$ cat src/rtl/argon_pkg.sv
// argon_pkg: shared mask encodings, arbiter states and winner selection for the Argon memory arbiter
package argon_pkg;
  localparam logic [2:0] RDMASK_NONE = 3'd0;
  localparam logic [2:0] RDMASK_B    = 3'd1;
  localparam logic [2:0] RDMASK_BU   = 3'd2;
  localparam logic [2:0] RDMASK_H    = 3'd3;
  localparam logic [2:0] RDMASK_HU   = 3'd4;
  localparam logic [2:0] RDMASK_W    = 3'd5;
  localparam logic [1:0] WRMASK_NONE = 2'd0;
  localparam logic [1:0] WRMASK_B    = 2'd1;
  localparam logic [1:0] WRMASK_H    = 2'd2;
  localparam logic [1:0] WRMASK_W    = 2'd3;
  localparam logic REQ_IF = 1'b0;
  localparam logic REQ_DM = 1'b1;
  typedef enum logic [1:0] {S_IDLE, S_ACCESS, S_RESP} arb_state_t;
  function automatic logic pick_winner(input logic if_req, input logic dm_req, input logic last_dm, input logic mode);
    return (dm_req && (!if_req || mode || !last_dm)) ? REQ_DM : REQ_IF;
  endfunction
endpackage

$ cat src/rtl/argon_mem_arbiter.sv
// argon_mem_arbiter: shares the Argon memory port between fetch and data requesters over a fixed latency
module argon_mem_arbiter
  import argon_pkg::*;
#(
  parameter int MEM_LATENCY   = 1,
  parameter int PRIORITY_MODE = 0
) (
  input  logic        i_clk,
  input  logic        i_reset,
  input  logic        i_if_req,
  input  logic [31:0] i_if_addr,
  output logic        o_if_gnt,
  output logic        o_if_ack,
  output logic [31:0] o_if_rdata,
  input  logic        i_dm_req,
  input  logic        i_dm_we,
  input  logic [31:0] i_dm_addr,
  input  logic [31:0] i_dm_wdata,
  input  logic [2:0]  i_dm_rd_mask,
  input  logic [1:0]  i_dm_wr_mask,
  output logic        o_dm_gnt,
  output logic        o_dm_ack,
  output logic [31:0] o_dm_rdata,
  output logic [31:0] o_mem_addr,
  output logic [31:0] o_mem_wr_data,
  output logic [2:0]  o_mem_rd_mask,
  output logic [1:0]  o_mem_wr_mask,
  input  logic [31:0] i_mem_rd_data
);
  arb_state_t state;
  logic [3:0] cnt;
  logic       r_last_dm;
  logic       w_dm;
  logic       w_we;
  logic       dm_win;
  assign dm_win = pick_winner(i_if_req, i_dm_req, r_last_dm, PRIORITY_MODE != 0);
  always_ff @(posedge i_clk) begin
    if (i_reset) begin
      state         <= S_IDLE;
      cnt           <= 4'd0;
      r_last_dm     <= 1'b1;
      w_dm          <= 1'b0;
      w_we          <= 1'b0;
      o_if_gnt      <= 1'b0;
      o_dm_gnt      <= 1'b0;
      o_if_ack      <= 1'b0;
      o_dm_ack      <= 1'b0;
      o_if_rdata    <= 32'd0;
      o_dm_rdata    <= 32'd0;
      o_mem_addr    <= 32'd0;
      o_mem_wr_data <= 32'd0;
      o_mem_rd_mask <= RDMASK_NONE;
      o_mem_wr_mask <= WRMASK_NONE;
    end else begin
      o_if_gnt <= 1'b0;
      o_dm_gnt <= 1'b0;
      o_if_ack <= 1'b0;
      o_dm_ack <= 1'b0;
      case (state)
        S_IDLE: if (i_if_req || i_dm_req) begin
          state         <= S_ACCESS;
          cnt           <= 4'(MEM_LATENCY - 1);
          r_last_dm     <= dm_win;
          w_dm          <= dm_win;
          w_we          <= dm_win && i_dm_we;
          o_if_gnt      <= !dm_win;
          o_dm_gnt      <= dm_win;
          o_mem_addr    <= dm_win ? i_dm_addr : i_if_addr & ~32'h3;
          o_mem_wr_data <= dm_win ? i_dm_wdata : 32'd0;
          o_mem_rd_mask <= !dm_win ? RDMASK_W : i_dm_we ? RDMASK_NONE : i_dm_rd_mask;
          o_mem_wr_mask <= (dm_win && i_dm_we) ? i_dm_wr_mask : WRMASK_NONE;
        end
        S_ACCESS: if (cnt == 4'd0) begin
          if (!w_dm) o_if_rdata <= i_mem_rd_data;
          if (w_dm && !w_we) o_dm_rdata <= i_mem_rd_data;
          o_if_ack      <= !w_dm;
          o_dm_ack      <= w_dm;
          o_mem_addr    <= 32'd0;
          o_mem_wr_data <= 32'd0;
          o_mem_rd_mask <= RDMASK_NONE;
          o_mem_wr_mask <= WRMASK_NONE;
          state         <= S_RESP;
        end else begin
          cnt <= cnt - 4'd1;
        end
        default: state <= S_IDLE;
      endcase
    end
  end
endmodule

$ cat config.mk
export PLATFORM = sky130hd
export DESIGN_NAME = argon_mem_arbiter
export DESIGN_NICKNAME = d
export VERILOG_FILES = /design/src/rtl/argon_pkg.sv /design/src/rtl/argon_mem_arbiter.sv
export SDC_FILE = /design/constraint.sdc
export NUM_CORES = 1
export LEC_CHECK = 0
export CAP_MARGIN = 30
export CELL_PAD_IN_SITES_DETAIL_PLACEMENT = 1
export CELL_PAD_IN_SITES_GLOBAL_PLACEMENT = 1
export CORE_UTILIZATION = 45
export DETAILED_ROUTE_END_ITERATION = 6
export DONT_BUFFER_PORTS = 1
export GPL_ROUTABILITY_DRIVEN = 0
export PLACE_DENSITY = 0.91
export SLEW_MARGIN = 0
export SYNTH_ARGS = -nofsm -noshare
export SYNTH_HDL_FRONTEND = slang
export SYNTH_SLANG_ARGS = --single-unit
$ cat constraint.sdc
create_clock -name i_clk -period 3 [get_ports i_clk]
set_input_delay 0.75 -clock i_clk [delete_from_list [all_inputs] [get_ports i_clk]]
set_output_delay 0.75 -clock i_clk [all_outputs]
set_load 0.02 [all_outputs]
# [Word level (Yosys, flattened, before mapping)]
# Cells that the tools add are included.
[classes] addsub=1 eq_ne=4 mux=23 n_bitwise=5 reduce_logical=21
[ops] cell="2-to-1 mux 32 bit" n=5
[ops] cell="one-hot mux 32 bit (2 select lines)" n=2
[ops] cell="2-to-1 mux 3 bit" n=4
[ops] cell="AND reduction 3 bit" n=4
[ops] cell="2-to-1 mux 2 bit" n=5
[ops] cell="2-to-1 mux 4 bit" n=2
[ops] cell="one-hot mux 2 bit (2 select lines)" n=2
[ops] cell="one-hot mux 4 bit (2 select lines)" n=1
[ops] cell="!= test 2 bit, second input constant" n=3
[ops] cell="one-hot mux 3 bit (2 select lines)" n=1
[ops] cell="OR reduction 3 bit" n=2
[ops] cell="logical NOT 1 bit" n=5
[ops] cell="inverter 1 bit" n=5
[ops] cell="logical NOT 4 bit" n=1
[ops] cell="AND reduction 2 bit" n=2
[ops] cell="subtractor 4 x 1 -> 4 bit, second input constant" n=1
[ops] cell="logical AND 1 bit" n=3
[ops] cell="== test 2 x 1 -> 1 bit, second input constant" n=1
[ops] cell="logical NOT 2 bit" n=1
[ops] cell="logical OR 1 bit" n=2
[ops] cell="nonzero test 2 bit" n=1
[ops] cell="2-to-1 mux 1 bit" n=1
[totals] ff_bits=146 input_bits=138 elab_cells=69

# [Logic depth before layout (Yosys ltp)]
[logic_depth] depth_word=8 mapped_depth=9

# [Worst setup path after synthesis]
# OpenSTA, ideal clock, no wires.
[synth_timing] path_type="input-to-reg" from="input port i_dm_req" to="register o_mem_wr_data[13]" setup_time_ns=0.074 arrival_time_ns=1.989 t_required_ns=2.926 slack_ns=0.937 path_stages=5 n_path_buf=1 path_cell_list="a21bo_2 -> nor3_1 -> clkbuf_1 -> nand3_1 -> o21ai_0"
[synth_via] elab_chain_cells=5
[synth_lines] item="start: declaration" line="argon_mem_arbiter.sv:15" source="input logic i_dm_req,"
[synth_lines] item="logical AND 1 bit" line="argon_pkg.sv:17" source="return (dm_req && (!if_req || mode || !last_dm)) ? REQ_DM : REQ_IF;"
[synth_lines] item="2-to-1 mux 1 bit" line="argon_pkg.sv:17"
[synth_lines] item="2-to-1 mux 32 bit" line="argon_mem_arbiter.sv:69" source="o_mem_wr_data <= dm_win ? i_dm_wdata : 32'd0;"
[synth_lines] item="2-to-1 mux 32 bit" line="argon_mem_arbiter.sv:60" source="S_IDLE: if (i_if_req || i_dm_req) begin"
[synth_lines] item="one-hot mux 32 bit (2 select lines)" line="argon_mem_arbiter.sv:59" source="case (state)"
[synth_lines] item="end signal: assignment" line="argon_mem_arbiter.sv:69"
[synth_lines] item="end: declaration" line="argon_mem_arbiter.sv:25" source="output logic [31:0] o_mem_wr_data,"
# Parallel ways exist; a longest one is shown, timed or not. The select of a mux whose other input is x is not followed.
# A chain may end at the register's enable or synchronous reset.

# [Worst setup path after layout]
[layout_timing] from="register cnt[0]" to="register o_mem_addr[22]"
[layout_via] elab_chain_cells=3
[layout_lines] item="start: declaration" line="argon_mem_arbiter.sv:31" source="logic [3:0] cnt;"
[layout_lines] item="start signal: assignment" line="argon_mem_arbiter.sv:62" source="cnt <= 4'(MEM_LATENCY - 1);"
[layout_lines] item="start signal: assignment" line="argon_mem_arbiter.sv:84" source="cnt <= cnt - 4'd1;"
[layout_lines] item="logical NOT 4 bit" line="argon_mem_arbiter.sv:73" source="S_ACCESS: if (cnt == 4'd0) begin"
[layout_lines] item="!= test 2 bit (no source line)"
[layout_lines] item="AND reduction 3 bit (no source line)"
[layout_lines] item="end signal: assignment" line="argon_mem_arbiter.sv:68" source="o_mem_addr <= dm_win ? i_dm_addr : i_if_addr & ~32'h3;"
[layout_lines] item="end: declaration" line="argon_mem_arbiter.sv:24" source="output logic [31:0] o_mem_addr,"
# Every way passes these cells.

==> summary.md <==
| Metric | Value |
|---|---|
| Status | complete, no violations |
| HP Start | i_reset |
| Syn Inst Count | 685 |
| Met1 Use GR | 25.2% |
| Iter 0 DRT Violations | 251 |
| # IOs | 275 |
| Root Buffer | clkbuf_16 |
| Num Clock Sinks | 146 |
| Antenna violations before repair | 0 |
| Area Overhead vs Synth | 11.5% |
| Post-synth EDFFs | 0 |
| Tmin final | 2.32 ns |
| Synthesized area | 5760 um^2 |
| GRT overflow | 0 |
| Die area | 13300 um^2 |
| WHS Endpoint | w_dm |
| Row count | 40 |
| Hold-fix buffers, CTS | 0 |
| Reg2reg start | cnt[0] |
| Max-cap viol count | 0 |
| Yosys reg bits | 146 |
| DR pass1 iterations | 4 |
| Final Util | 52.3% |
| Starting Density | 47.0% |
| Final setup fails | 0 |
| Post-DP HPWL | 11500 um |
| PortBufs | 0 |
| GR Layer Usage met2 | 45.5% |
| Worst skew pair latency | 0.41 ns |
| Hold Fails Final Rpt | 0 |
| Worst R2R Setup Slack | 0.68 ns |
| Via/cell ratio | 5.77 |
| TNS Setup | 0 ns |
| Sequential cell area | 2920 um^2 |
| Share of the synthesized area in the top cell type | 50.8% |
| Placed cell count | 802 |
| Syn Area/Cell | 8.41 um^2 |
| Leak | 2.10 nW |
| Clock-pin transition on the worst setup and hold timing paths | 0.06 ns |
| Unrepaired setup endpoints after global routing | no |
| CTS buffer count | 17 |
| WP data arrival | 2.65 ns |
| DR DRC count | 0 |
| Core area | 12300 um^2 |
| Ant diodes | 0 |
| Multi-input logic area | 2580 um^2 |
| CTS Buffer Depth | 2 |
| DR vias | 4812 |
| Number of gates resized after cts | 0 |
| Startpoint Class | flop |
| Layout cells sized above 1 | 6.91% |
| WP data required | 3.34 ns |
| First-pass GRT wire length | 25600 um |
| Slew @ Worst Pin | 0.678 ns |
| Syn_nets | 825 |
| ANT nets after route | 0 |
| Reg2reg path depth | 7 |
| GRT Max-Usage Layer | met2 |
| Number of global-route vias before repair | 4978 |
| Nets | 793 |
| Post-CTS Repair Setup Buffers | 0 |
| H-tree depth | 4 |
| Crit end category | flop |
| Met3 Use GR | 10.0% |
| Die height | 115 um |
| FILL cells | 1414 |
| WL per Instance | 20.3 um |
| Yosys cell types | 32 |
| Largest net degree at the start of global routing | 149 |
| Synth top area cells | dfxtp_1 51%, nand2b_1 11%, nand2_1 8.6% |
| Synth area leader | dfxtp_1 |
| Power per Cell Area | 768 nW/um^2 |
| GR Util All Layers | 25.4% |
| Layout Cells excl Fill | 834 |
| Chip width | 115 um |
| WL final | 16900 um |
| Hold path cells | 1 |
| FF-to-FF End | o_mem_addr[22] |
| Relative slew slack | 54.7% |
| Pins Over Slew Limit | 0 |
| Seq/Total Area, Yosys | 50.8% |
| Period utilisation layout | 77.2% |
| Ys flop type | dfxtp_1 |
| Achievable frequency | 432 MHz |
| CP max FO | 134 |
| Maximum VDD drop | 0.000297 V |
| Asr flop ratio synth | 0% |
| Synth Warn # | 0 |
| TritonCTS clock tree | yes |
| Setup Crit Path Kind | reg -> reg |
| Hold Path Class | in -> reg |
| Clock skew | 0.00631 ns |
-- cells in the mapped netlist (2+ instances only) --
cell type    n
a21oi_1     70
nor2b_1      3
nor2_1       6
xor2_1       2
nand2_1    132
nor3_1       8
buf_2       13
dfxtp_1    146
or2_2        2
nand2b_1    98
inv_1        3
o21ai_0     60
buf_6        5
o2111ai_1   30
o21ai_1      9
buf_4        4
nand4_1      2
clkbuf_1    36
nand3_1     42
ha_1         2
-- cells in the final DEF (no fill, tap or decap), drive strengths merged, types with 2 or more instances in the layout --
cell type / instances
clkbuf: 23
nor2b: 3
nor3: 9
clkinv: 3
xor2: 2
buf: 7
nand3: 42
o2111ai: 30
or2: 2
nor2: 6
nand4: 2
nand2b: 98
inv: 4
dfxtp: 146
bufinv: 4
ha: 2
o21ai: 69
a21oi: 70
nand2: 132
-- cells by family (layout without fill, tap and decap cells) --
kind of cell,Yosys count,count (layout),synth area share (%)
AOI/OAI and AO/OA,174,174,17.4
adders and majority gates,2,2,0.435
buffers and inverters,61,42,5.17
xor gates and xnor gates,2,2,0.304
DFF,146,146,50.8
and+or+nand+nor,300,300,25.9
-- flip-flops by register name, indices dropped and copies added, names as in the netlist --
signal         count
cnt                4
w_dm               1
o_if_rdata        32
o_dm_rdata        32
o_mem_addr        32
w_we               1
o_mem_wr_data     32
state              2
o_if_ack           1
o_dm_gnt           1
o_dm_ack           1
o_mem_wr_mask      2
o_if_gnt           1
o_mem_rd_mask      3
r_last_dm          1
-- per-stage QoR --
stage          hold WS [ns]  setup slack, ns  power [W]  area [um^2]
2_1_floorplan         0.457            0.937    0.00263         5760
5_1_grt               0.399            0.539    0.00512         6420
4_1_cts               0.393            0.699    0.00497         6420
3_5_place_dp          0.486            0.722    0.00272         5790
3_3_place_gp          0.463            0.837    0.00268         5790
6_report              0.429            0.683    0.00493         6420
-- power breakdown --
group	total (W)	leakage, nW	switching [W]	internal (W)
Sequential	0.00230	1.19	0.000241	0.00206
Combinational	0.000375	0.606	0.000248	0.000127
Clock	0.00225	0.308	0.000790	0.00146
Total	0.00493	2.10	0.00128	0.00365
-- worst max-delay path, cell delays in order (launching register included) --
cell       delay, ns
dfxtp_1         0.33
inv_1           0.10
ha_1            0.16
or3b_1          0.56
o22ai_4         0.28
buf_12          0.40
o2111ai_1       0.22
o21ai_1         0.12
-- worst max path at each step --
stage / from / to / slack [ns] / cells after the start
4_1_cts: cnt[0] / o_dm_rdata[11] / 0.70 / 6
5_1_grt: cnt[0] / o_mem_addr[18] / 0.54 / 7
3_3_place_gp: cnt[0] / o_dm_rdata[10] / 0.84 / 6
3_5_place_dp: cnt[0] / o_dm_rdata[10] / 0.72 / 6
6_report: cnt[0] / o_mem_addr[22] / 0.68 / 7
2_1_floorplan: i_dm_req / o_mem_wr_data[13] / 0.94 / 5
-- per-layer routing --
layer | vias to the layer above | wire length, um
li1 | 2265 | -
met1 | 2280 | 6170
met2 | 222 | 8600
met3 | 45 | 1520
met4 | 0 | 643
met5 | - | 0
-- layout make-up --
class | count | share of cell area (%)
flip-flops and latches | 146 | 45.5
inverters | 3 | 0.175
multi-input cells | 478 | 40.2
clock buffers | 23 | 7.45
well taps | 168 | 3.28
repair buffers | 7 | 1.01
clock inverters | 9 | 2.36
(Power assumes the default switching activity.)
